File: src/rtl/if_id_hazard_ctrl_pkg.sv
// Shared types and constants for the IF/ID hazard controller.
// Optional feature macro used by the top: HAZARD_PERF_CNT_EN.
package hazard_ctrl_pkg;

  // Controller state: RUN (normal flow) or STALL (multi-cycle load-use hold).
  typedef enum logic {
    RUN   = 1'b0,
    STALL = 1'b1
  } state_t;

  // Default register-specifier width of the MIPS core.
  localparam int REG_ADDR_W_DEF = 5;

  // Register $zero never carries a real load result, so it never stalls.
  localparam int ZERO_REG = 0;

  // Stall counter width: wide enough to hold LOAD_STALL_CYCLES, at least 1 bit.
  function automatic int cnt_width(input int n);
    return (n > 1) ? $clog2(n + 1) : 1;
  endfunction

endpackage

File: src/rtl/if_id_hazard_ctrl_load_use_detect.sv
// Combinational load-use comparator: flags when the load in EX writes a
// register the instruction in ID is about to read.
module load_use_detect
  import hazard_ctrl_pkg::*;
#(
  parameter int REG_ADDR_W = REG_ADDR_W_DEF
) (
  input  logic [REG_ADDR_W-1:0] id_rs,
  input  logic [REG_ADDR_W-1:0] id_rt,
  input  logic                  id_uses_rt,
  input  logic                  ex_mem_read,
  input  logic [REG_ADDR_W-1:0] ex_rt,
  output logic                  hazard
);

  logic rt_not_zero;
  logic rs_match;
  logic rt_match;

  assign rt_not_zero = (ex_rt != REG_ADDR_W'(ZERO_REG));
  assign rs_match    = (ex_rt == id_rs);
  assign rt_match    = id_uses_rt && (ex_rt == id_rt);
  assign hazard      = ex_mem_read && rt_not_zero && (rs_match || rt_match);

endmodule

File: src/rtl/if_id_hazard_ctrl.sv
// IF/ID hazard controller: stalls PC and IF/ID on load-use hazards, flushes
// IF/ID on taken branches/jumps, and freezes everything on mem_wait.
// Outputs are combinational from state and inputs; only state/cnt are registered.
// Handshake/priority per cycle: reset > mem_wait > STALL > hazard > branch/jump > idle.
// Optional macro HAZARD_PERF_CNT_EN adds saturating stall/flush counters.
module if_id_hazard_ctrl
  import hazard_ctrl_pkg::*;
#(
  parameter int LOAD_STALL_CYCLES = 1,
  parameter int REG_ADDR_W        = REG_ADDR_W_DEF
) (
  input  logic                  clk,
  input  logic                  reset,
  input  logic [REG_ADDR_W-1:0] id_rs,
  input  logic [REG_ADDR_W-1:0] id_rt,
  input  logic                  id_uses_rt,
  input  logic                  ex_mem_read,
  input  logic [REG_ADDR_W-1:0] ex_rt,
  input  logic                  id_branch_taken,
  input  logic                  id_jump,
  input  logic                  mem_wait,
  output logic                  pc_write_en,
  output logic                  if_id_write_en,
  output logic                  if_id_flush,
  output logic                  id_ex_bubble,
`ifdef HAZARD_PERF_CNT_EN
  output logic [31:0]           stall_count,
  output logic [31:0]           flush_count,
`endif
  output logic                  stalled
);

  localparam int         CNT_W    = cnt_width(LOAD_STALL_CYCLES);
  localparam bit         MULTI    = (LOAD_STALL_CYCLES > 1);
  localparam [CNT_W-1:0] CNT_INIT = CNT_W'(LOAD_STALL_CYCLES - 1);
  localparam [CNT_W-1:0] CNT_LAST = CNT_W'(1);

  state_t           state;
  logic [CNT_W-1:0] cnt;
  logic             hazard;

  load_use_detect #(
    .REG_ADDR_W (REG_ADDR_W)
  ) u_detect (
    .id_rs       (id_rs),
    .id_rt       (id_rt),
    .id_uses_rt  (id_uses_rt),
    .ex_mem_read (ex_mem_read),
    .ex_rt       (ex_rt),
    .hazard      (hazard)
  );

  // State/counter update; frozen while memory is not ready.
  always_ff @(posedge clk) begin
    if (reset) begin
      state <= RUN;
      cnt   <= '0;
    end else if (!mem_wait) begin
      case (state)
        RUN: begin
          // A single-cycle stall is fully covered by the hazard cycle itself.
          if (hazard && MULTI) begin
            state <= STALL;
            cnt   <= CNT_INIT;
          end
        end
        STALL: begin
          cnt <= cnt - CNT_W'(1);
          if (cnt == CNT_LAST) begin
            state <= RUN;
          end
        end
        default: begin
          state <= RUN;
          cnt   <= '0;
        end
      endcase
    end
  end

  // Output decode in priority order.
  always_comb begin
    pc_write_en    = 1'b0;
    if_id_write_en = 1'b0;
    if_id_flush    = 1'b0;
    id_ex_bubble   = 1'b0;
    if (reset) begin
      if_id_flush  = 1'b1;
      id_ex_bubble = 1'b1;
    end else if (mem_wait) begin
      // Freeze: every enable stays low.
      pc_write_en = 1'b0;
    end else if (state == STALL) begin
      id_ex_bubble = 1'b1;
    end else if (hazard) begin
      // Branch/jump ignored: its operands are not ready yet.
      id_ex_bubble = 1'b1;
    end else if (id_branch_taken || id_jump) begin
      pc_write_en    = 1'b1;
      if_id_write_en = 1'b1;
      if_id_flush    = 1'b1;
    end else begin
      pc_write_en    = 1'b1;
      if_id_write_en = 1'b1;
    end
  end

  assign stalled = (state == STALL) && !reset;

`ifdef HAZARD_PERF_CNT_EN
  // Saturating counts of bubble and flush cycles outside reset.
  always_ff @(posedge clk) begin
    if (reset) begin
      stall_count <= '0;
      flush_count <= '0;
    end else begin
      if (id_ex_bubble && (stall_count != 32'hFFFF_FFFF)) begin
        stall_count <= stall_count + 32'd1;
      end
      if (if_id_flush && (flush_count != 32'hFFFF_FFFF)) begin
        flush_count <= flush_count + 32'd1;
      end
    end
  end
`endif

endmodule

File: config.mk
export PLATFORM = sky130hd
export DESIGN_NAME = if_id_hazard_ctrl
export DESIGN_NICKNAME = d
export VERILOG_FILES = /design/src/rtl/if_id_hazard_ctrl_pkg.sv /design/src/rtl/if_id_hazard_ctrl_load_use_detect.sv /design/src/rtl/if_id_hazard_ctrl.sv
export SDC_FILE = /design/constraint.sdc
export NUM_CORES = 1
export LEC_CHECK = 0
export BUFFER_PORTS_ARGS = -buffer_cell sky130_fd_sc_hd__buf_2
export CORE_AREA = 2 2 39 41
export CTS_CLUSTER_DIAMETER = 120
export DETAILED_ROUTE_END_ITERATION = 10
export DIE_AREA = 0 0 41 43
export PLACE_DENSITY = 0.46
export SYNTH_ARGS = -nofsm -noshare
export SYNTH_HDL_FRONTEND = slang
export SYNTH_SLANG_ARGS = --single-unit
File: constraint.sdc
create_clock -name clk -period 2.1 [get_ports clk]
set_clock_uncertainty 0.2 [all_clocks]
set_input_delay 0.315 -clock clk [delete_from_list [all_inputs] [get_ports clk]]
set_output_delay 0.315 -clock clk [all_outputs]
set_load 0.02 [all_outputs]
==> key figures, run 1 <==
GRT
  – Pin count of the biggest net entering global routing: 6
  – Total congestion overflow: 0
  – Initial antenna violation count: 0
  – All-Layer GR Usage: approximately a tenth
  – Global-route wire length before repair: about 1200 um
  – Number of global-route vias before repair: 338

Worst setup path
  – Worst-path fanout max: 2
  – Reg2Reg Setup Slack: 0.96 ns
  – Arrival @ worst endpoint: between 1.5 and 2 ns
  – CP Capture Type: output port
  – Cells along the critical path: buf_6, or4_4, o21ai_4, inv_2, a2111oi_4, buf_4
  – Setup CP Type: input pin to output port
  – Slowest stage delay, CP: between 0.5 and 0.6 ns
  – Worst setup SP type: input pin
  – Worst path required time: between 1.5 and 2 ns
  – Slowest CP cell: or4_4

Synthesis
  – Post-synthesis compound-gate area fraction: approximately 23%
  – Ys Warns: 0
  – Synth cell types: 19
  – Simple-gate share of the synthesized area: 19.4%
  – Top-area cell type share of the netlist area: 36.5%
  – Synth Area in XOR/XNOR: 36.5%
  – Synthesis-stage register bit count: 2
  – Cell count after synthesis: 33
  – Seq/Total Area, Yosys: 15.2%
  – Syn Area/Cell: around 8 sq um
  – Adder-Cell Fraction of Synth Area: 0%
  – Post-synthesis mux area share: 0%
  – Syn_nets: 55
  – Synthesized cell area: 264 sq um
  – Area contributors post-synth: xnor2_1 (36%), dfxtp_1 (15%), a2111oi_2 (5.7%), nor2b_1 (4.7%), a311o_1 (3.8%)
  – Cell taking the most area after synthesis: xnor2_1
  – Largest family of logic cells by synthesized area: XOR/XNOR gates

Placement
  – RePlAce Congestion: 0.663
  – DP HPWL: between 600 and 700 um
  – DP Worst Slack: -0.118 ns
  – # port buffers: 26
  – Placed cell count: 79

Layout
  – Share of cells above drive strength 1: 59.7%
  – Synthesis-to-layout area growth: 100%
  – Most common cell after layout, fill and taps aside: buf_2
  – Layout Nets: 91
  – N_diodes: 0
  – Most frequent cells in the layout: buf_2 (21), xnor2_1 (11), buf_4 (8), clkbuf_4 (3), buf_6 (3)
  – Non-filler cells, final: 83
  – # fillers: 146

Status
  – Outcome: finished, violations left
  – Violations in the final reports: setup timing

Timing
  – Worst-Margin Slew: between 0.2 and 0.3 ns
  – Setup WS post-layout: -0.0898 ns
  – Crit path time final: 2.19 ns
  – Final Hold Vio Count: 0
  – WHS: 0.151 ns
  – F_max: 457 MHz
  – Final Max Slew Viols: 0
  – Slew HR: 80.7%
  – RSZ-0062 raised after global routing: yes
  – Final setup viols: 3
  – Final period utilization: 104%

Clock network
  – Sink Count: 2
  – CTS tree: built
  – Bufs on Longest Clock Path: 2
  – Worst skew pair latency: 0.22 ns
  – Clock transition at path regs: 0.03 ns
  – Clk Tree Root Cell: clkbuf_4
  – H-tree depth: 1
  – CTS Buf Count: 3

Die
  – Die Area: 0.00176 sq mm
  – Core Region: 0.00138 sq mm
  – Num ports: 27
  – # rows: 14
  – Die Wd: 41 um
  – Starting Density: 19.1%
  – Chip Height: 43 um

Detailed routing
  – Antenna Nets Post-Route: 0
  – Met3 Wirelength: 53 um
  – Total wire length: 770 um
  – Met2 WL post-DR: 416 um
  – Total number of vias: approximately 350
  – DRT Pass-1 Iters: 1
  – Via density: 4.27
  – DRC: 0
  – Wirelength per Cell: about 9.3 um
  – Max Used Layer: met3
  – DRT iter0 DRCs: 0
  – Metal-1 WL: about 300 um

Pwr
  – Leakage: 0.236 nW
  – Power per standard cell area: 396 mW/mm^2
  – Worst IR Drop VDD: 0.000178 V
  – Design Power: 209 uW

Flow run
  – Total of max-cap violations: 0

Min path
  – Min-delay worst type: input pin to register
-- routing by layer --
metal	global-route usage [%]	vias to the layer above
met5	0	-
met4	6.00	0
met3	2.09	0
met2	15.3	11
met1	10.2	159
li1	-	184
-- final cells by class --
| cell class | instances | area, sq um | share of cell area [%] |
|---|---|---|---|
| multi-input cells | 28 | 239 | 45.3 |
| repair buffers | 32 | 199 | 37.7 |
| flip-flops and latches | 2 | 40.0 | 7.58 |
| clock buffers | 3 | 22.5 | 4.27 |
| well taps | 16 | 20.0 | 3.79 |
| inverters | 2 | 7.51 | 1.42 |
-- sequential cells by signal, indices dropped and copies added (netlist names) --
name   count
cnt        1
state      1
-- logic make-up (layout without fill, tap and decap cells) --
kind of cell,count (synthesis),after routing
xor+xnor,11,11
flops,2,2
buf+inv,3,37
compound gates,7,7
simple gates,10,10
-- critical path: cells and delay by family --
family / cells / cell delay (ns)
AND/OR/NAND/NOR: 1 / 0.53
AO/OA/AOI/OAI: 2 / 0.46
buffers and inverters: 3 / 0.36
-- cell usage after synthesis --
cell / number
a21boi_0: 1
a21oi_1: 1
a2111oi_2: 1
xnor2_1: 11
o41ai_1: 1
o21ai_2: 1
nor3_1: 1
buf_4: 1
inv_1: 1
nor2b_1: 2
nor2_1: 2
o22ai_1: 1
or4_1: 1
dfxtp_1: 2
nand3_1: 1
nand4_1: 1
inv_2: 1
nand2_1: 2
a311o_1: 1
-- report_power, final --
group          leakage (nW)  internal [mW]  switching [mW]  total (mW)
sequential           0.0161         0.0383               0      0.0383
combinational         0.206         0.0501          0.0391      0.0892
clock                0.0138         0.0628          0.0186      0.0813
-- path summary, 6_finish.rpt --
| path | from | end | cells after the start |
|---|---|---|---|
| min | reset | cnt$_SDFFE_PP0P_ | 2 |
| max | ex_rt[1] | pc_write_en | 6 |
| max reg2reg | state$_SDFFE_PP0N_ | cnt$_SDFFE_PP0P_ | 3 |
| min reg2reg | cnt$_SDFFE_PP0P_ | state$_SDFFE_PP0N_ | 1 |
-- stage by stage --
step	cell area [sq um]	setup TNS, ns	utilization (%)
after floorplan	277	-0.145	-
after global placement	457	-0.314	33.0
after detailed placement	457	-0.335	33.0
after CTS	514	-0.178	37.2
after global routing	528	-0.468	38.2
final	528	-0.262	38.2
-- what timing repair did --
| action | 4_1_cts | 5_1_grt |
|---|---|---|
| gates resized for setup | 8 | 1 |
| pin swaps | 1 | 1 |
| cloned | 0 | 0 |
| buffers inserted | 0 | 1 |
| hold buffers | 0 | 0 |
| setup endpoints to repair | 3 | 3 |
Note: power is estimated with default switching activity, not from simulation.
==> run 2, diff against run 1 <==
--- a/config.mk
+++ b/config.mk
@@ -5,12 +5,14 @@
 export SDC_FILE = /design/constraint.sdc
 export NUM_CORES = 1
 export LEC_CHECK = 0
+export ABC_AREA = 1
 export BUFFER_PORTS_ARGS = -buffer_cell sky130_fd_sc_hd__buf_2
 export CORE_AREA = 2 2 39 41
 export CTS_CLUSTER_DIAMETER = 120
 export DETAILED_ROUTE_END_ITERATION = 10
 export DIE_AREA = 0 0 41 43
-export PLACE_DENSITY = 0.46
+export PLACE_DENSITY = 0.52
+export SKIP_LAST_GASP = 1
 export SYNTH_ARGS = -nofsm -noshare
 export SYNTH_HDL_FRONTEND = slang
 export SYNTH_SLANG_ARGS = --single-unit
==> run 2 against run 1 <==
The run now ends clean. Clock power increased by 2%. Combinational power shrank 21%. Total power shrank 8.3%. Largest cell class unchanged. Cell area down 5.2%. Synthesized area increased by 27%. Register-to-register slack better by 0.22 ns. Critical endpoint is now if_id_write_en. Highest routed layer is now met4. Flip-flop and latch count is the same.
==> key figures, run 2 <==
Clock network
  – Bufs on Longest Clock Path: 2
  – Setup bufs post-CTS: 0
  – Clk Tree Root Cell: clkbuf_4
  – Worst skew pair latency: 0.22 ns
  – Hold buffers post-CTS: 0
  – Post-CTS Resized: 0
  – CTS Buf Count: 3
  – Clock transition at path regs: ~0.030 ns
  – H-tree depth: 1
  – Sink Count: 2
  – CTS tree: built

Synthesis
  – Synthesized cell area: about 340 sq um
  – Syn Area/Cell: 4.59 sq um
  – Area contributors post-synth: nand2_1 (36%), inv_1 (21%), dfxtp_1 (12%), nor2_1 (7.8%), nand3_1 (4.5%)
  – Cell count after synthesis: 73
  – Synth cell types: 13
  – Count leader, synth: nand2_1
  – Cell taking the most area after synthesis: nand2_1
  – Synthesis-stage register bit count: 2
  – Syn_nets: 95
  – Async set-reset flop share out of synthesis: 0%
  – Post-synth top cells: nand2_1 (32), inv_1 (19), nor2_1 (7)
  – Top-area cell type share of the netlist area: 35.8%
  – Ys Warns: 0
  – Synth Flop Type: dfxtp_1
  – Seq/Total Area, Yosys: 11.9%
  – Post-synth EDFFs: 0

Worst setup path
  – Worst-path fanout max: 3
  – Worst path required time: 1.58 ns
  – Cells along the critical path: buf_2, inv_1, nand4_1, o21ai_0, inv_1, nand2_1, nand2_1, nor3_1, buf_2
  – Slowest stage delay, CP: ~0.20 ns
  – Worst setup SP type: input pin
  – Setup CP Type: input pin to output port
  – Slowest CP cell: buf_2
  – CP Capture Type: output port
  – Arrival @ worst endpoint: 1.35 ns

Detailed routing
  – Via density: approximately 3.9
  – DRT Pass-1 Iters: 4
  – Total wire length: 785 um
  – DRT iter0 DRCs: 9
  – Total number of vias: 458
  – DRC: 0
  – Antenna Nets Post-Route: 0
  – Wirelength per Cell: about 6.7 um

Layout
  – Layout Nets: 125
  – N_diodes: 0
  – Non-filler cells, final: 117
  – Most common cell after layout, fill and taps aside: nand2_1
  – Synthesis-to-layout area growth: 49.3%
  – Biggest regs: cnt: 1 flops, state: 1 flops
  – Share of cells above drive strength 1: a little under 30%
  – Most frequent cells in the layout: nand2_1 (32), buf_2 (26), inv_1 (19), nor2_1 (7)
  – # fillers: 164

Placement
  – Placed cell count: 114
  – RePlAce Congestion: 0.737
  – DP HPWL: roughly 710 um
  – # port buffers: 26

Pwr
  – Worst IR Drop VDD: about 0.00023 V
  – Leakage: around 0.35 nW
  – Power per standard cell area: 383 mW/mm^2

Timing
  – Final Hold Vio Count: 0
  – Worst-Margin Slew: 0.194 ns
  – RSZ-0062 raised after global routing: no
  – F_max: between 500 and 600 MHz
  – Slew HR: 87.0%
  – Post-route setup TNS: 0 ns
  – Crit path time final: 1.86 ns
  – Final setup viols: 0
  – Final period utilization: 88.6%
  – Final Max Slew Viols: 0

GRT
  – Pin count of the biggest net entering global routing: 5
  – Global-route wire length before repair: around 1400 um
  – Initial antenna violation count: 0
  – Total congestion overflow: 0
  – Number of global-route vias before repair: 390
  – All-Layer GR Usage: 11.3%

Flow run
  – Total of max-cap violations: 0

Die
  – Chip Height: 43 um
  – # rows: 14
  – Die Area: 0.00176 sq mm
  – Die Wd: 41 um
  – Core Region: 0.00138 sq mm
  – Num ports: 27
  – Starting Density: 24.2%

Min path
  – Min-delay worst type: input pin to register

Status
  – Outcome: finished, final reports clean
## run 2: cell types whose count changed in the layout (fill, tap and decap cells not counted), moves of 3 or more
cell / previous run / this run
buf_4: 8 / 0
buf_2: 21 / 26
inv_1: 1 / 19
nand2_1: 2 / 32
buf_6: 3 / 0
xnor2_1: 11 / 1
nor2_1: 2 / 7
## run 2: logic make-up after synthesis
logic type | Yosys count | share of synthesized area [%]
AND/OR/NAND/NOR | 46 | 55.2
buffers and inverters | 20 | 23.5
AO/OA/AOI/OAI | 4 | 6.72
flip-flops | 2 | 11.9
XOR/XNOR | 1 | 2.61
## run 2: where the power goes
part	switching [mW]	internal [mW]	total, mW	leakage (nW)
Clock	0.0198	0.0628	0.0826	0.0138
Combinational	0.0389	0.0318	0.0707	0.323
Sequential	0.000000000000000217	0.0383	0.0383	0.0161
Total	0.0587	0.133	0.192	0.353
## run 2: path summary, 6_finish.rpt
path | start | cells past startpoint | slack [ns] | end
hold / removal | reset | 2 | 0.1 | cnt$_SDFFE_PP0P_
hold reg to reg | cnt$_SDFFE_PP0P_ | 2 | 0.27 | cnt$_SDFFE_PP0P_
setup / recovery | ex_rt[3] | 9 | 0.24 | if_id_write_en
setup reg to reg | state$_SDFFE_PP0N_ | 3 | 1.18 | cnt$_SDFFE_PP0P_
## run 2: cell type report
class	instances	area [sq um]	area share, %
multi-input cells	51	216	43.3
repair buffers	26	130	26.0
inverters	19	71.3	14.2
flip-flops and latches	2	40.0	8.00
clock buffers	3	22.5	4.50
well taps	16	20.0	4.00
## run 2: critical path: cells and delay by family
family                 cells  cell delay (ns)
AO/OA/AOI/OAI              1             0.16
buffers and inverters      4             0.45
AND/OR/NAND/NOR            4             0.42
## run 2: per-stage QoR
stage	worst slack, ns	utilization (%)	hold slack (ns)	area [sq um]	total power [mW]
after floorplan	0.0471	-	0.184	335	0.0779
after global routing	0.0203	36.2	0.110	500	0.213
after detailed placement	0.231	34.5	0.271	478	0.110
after CTS	0.223	36.2	0.0983	500	0.197
final	0.239	36.2	0.0977	500	0.192
after global placement	0.265	34.5	0.258	478	0.110
## run 2: routing by layer
metal	wire [um]	global-route usage, %	vias to the layer above
met5	0	0	-
met4	17	6.00	0
met3	34	0	2
met2	362	16.9	12
met1	371	16.0	175
li1	-	-	269
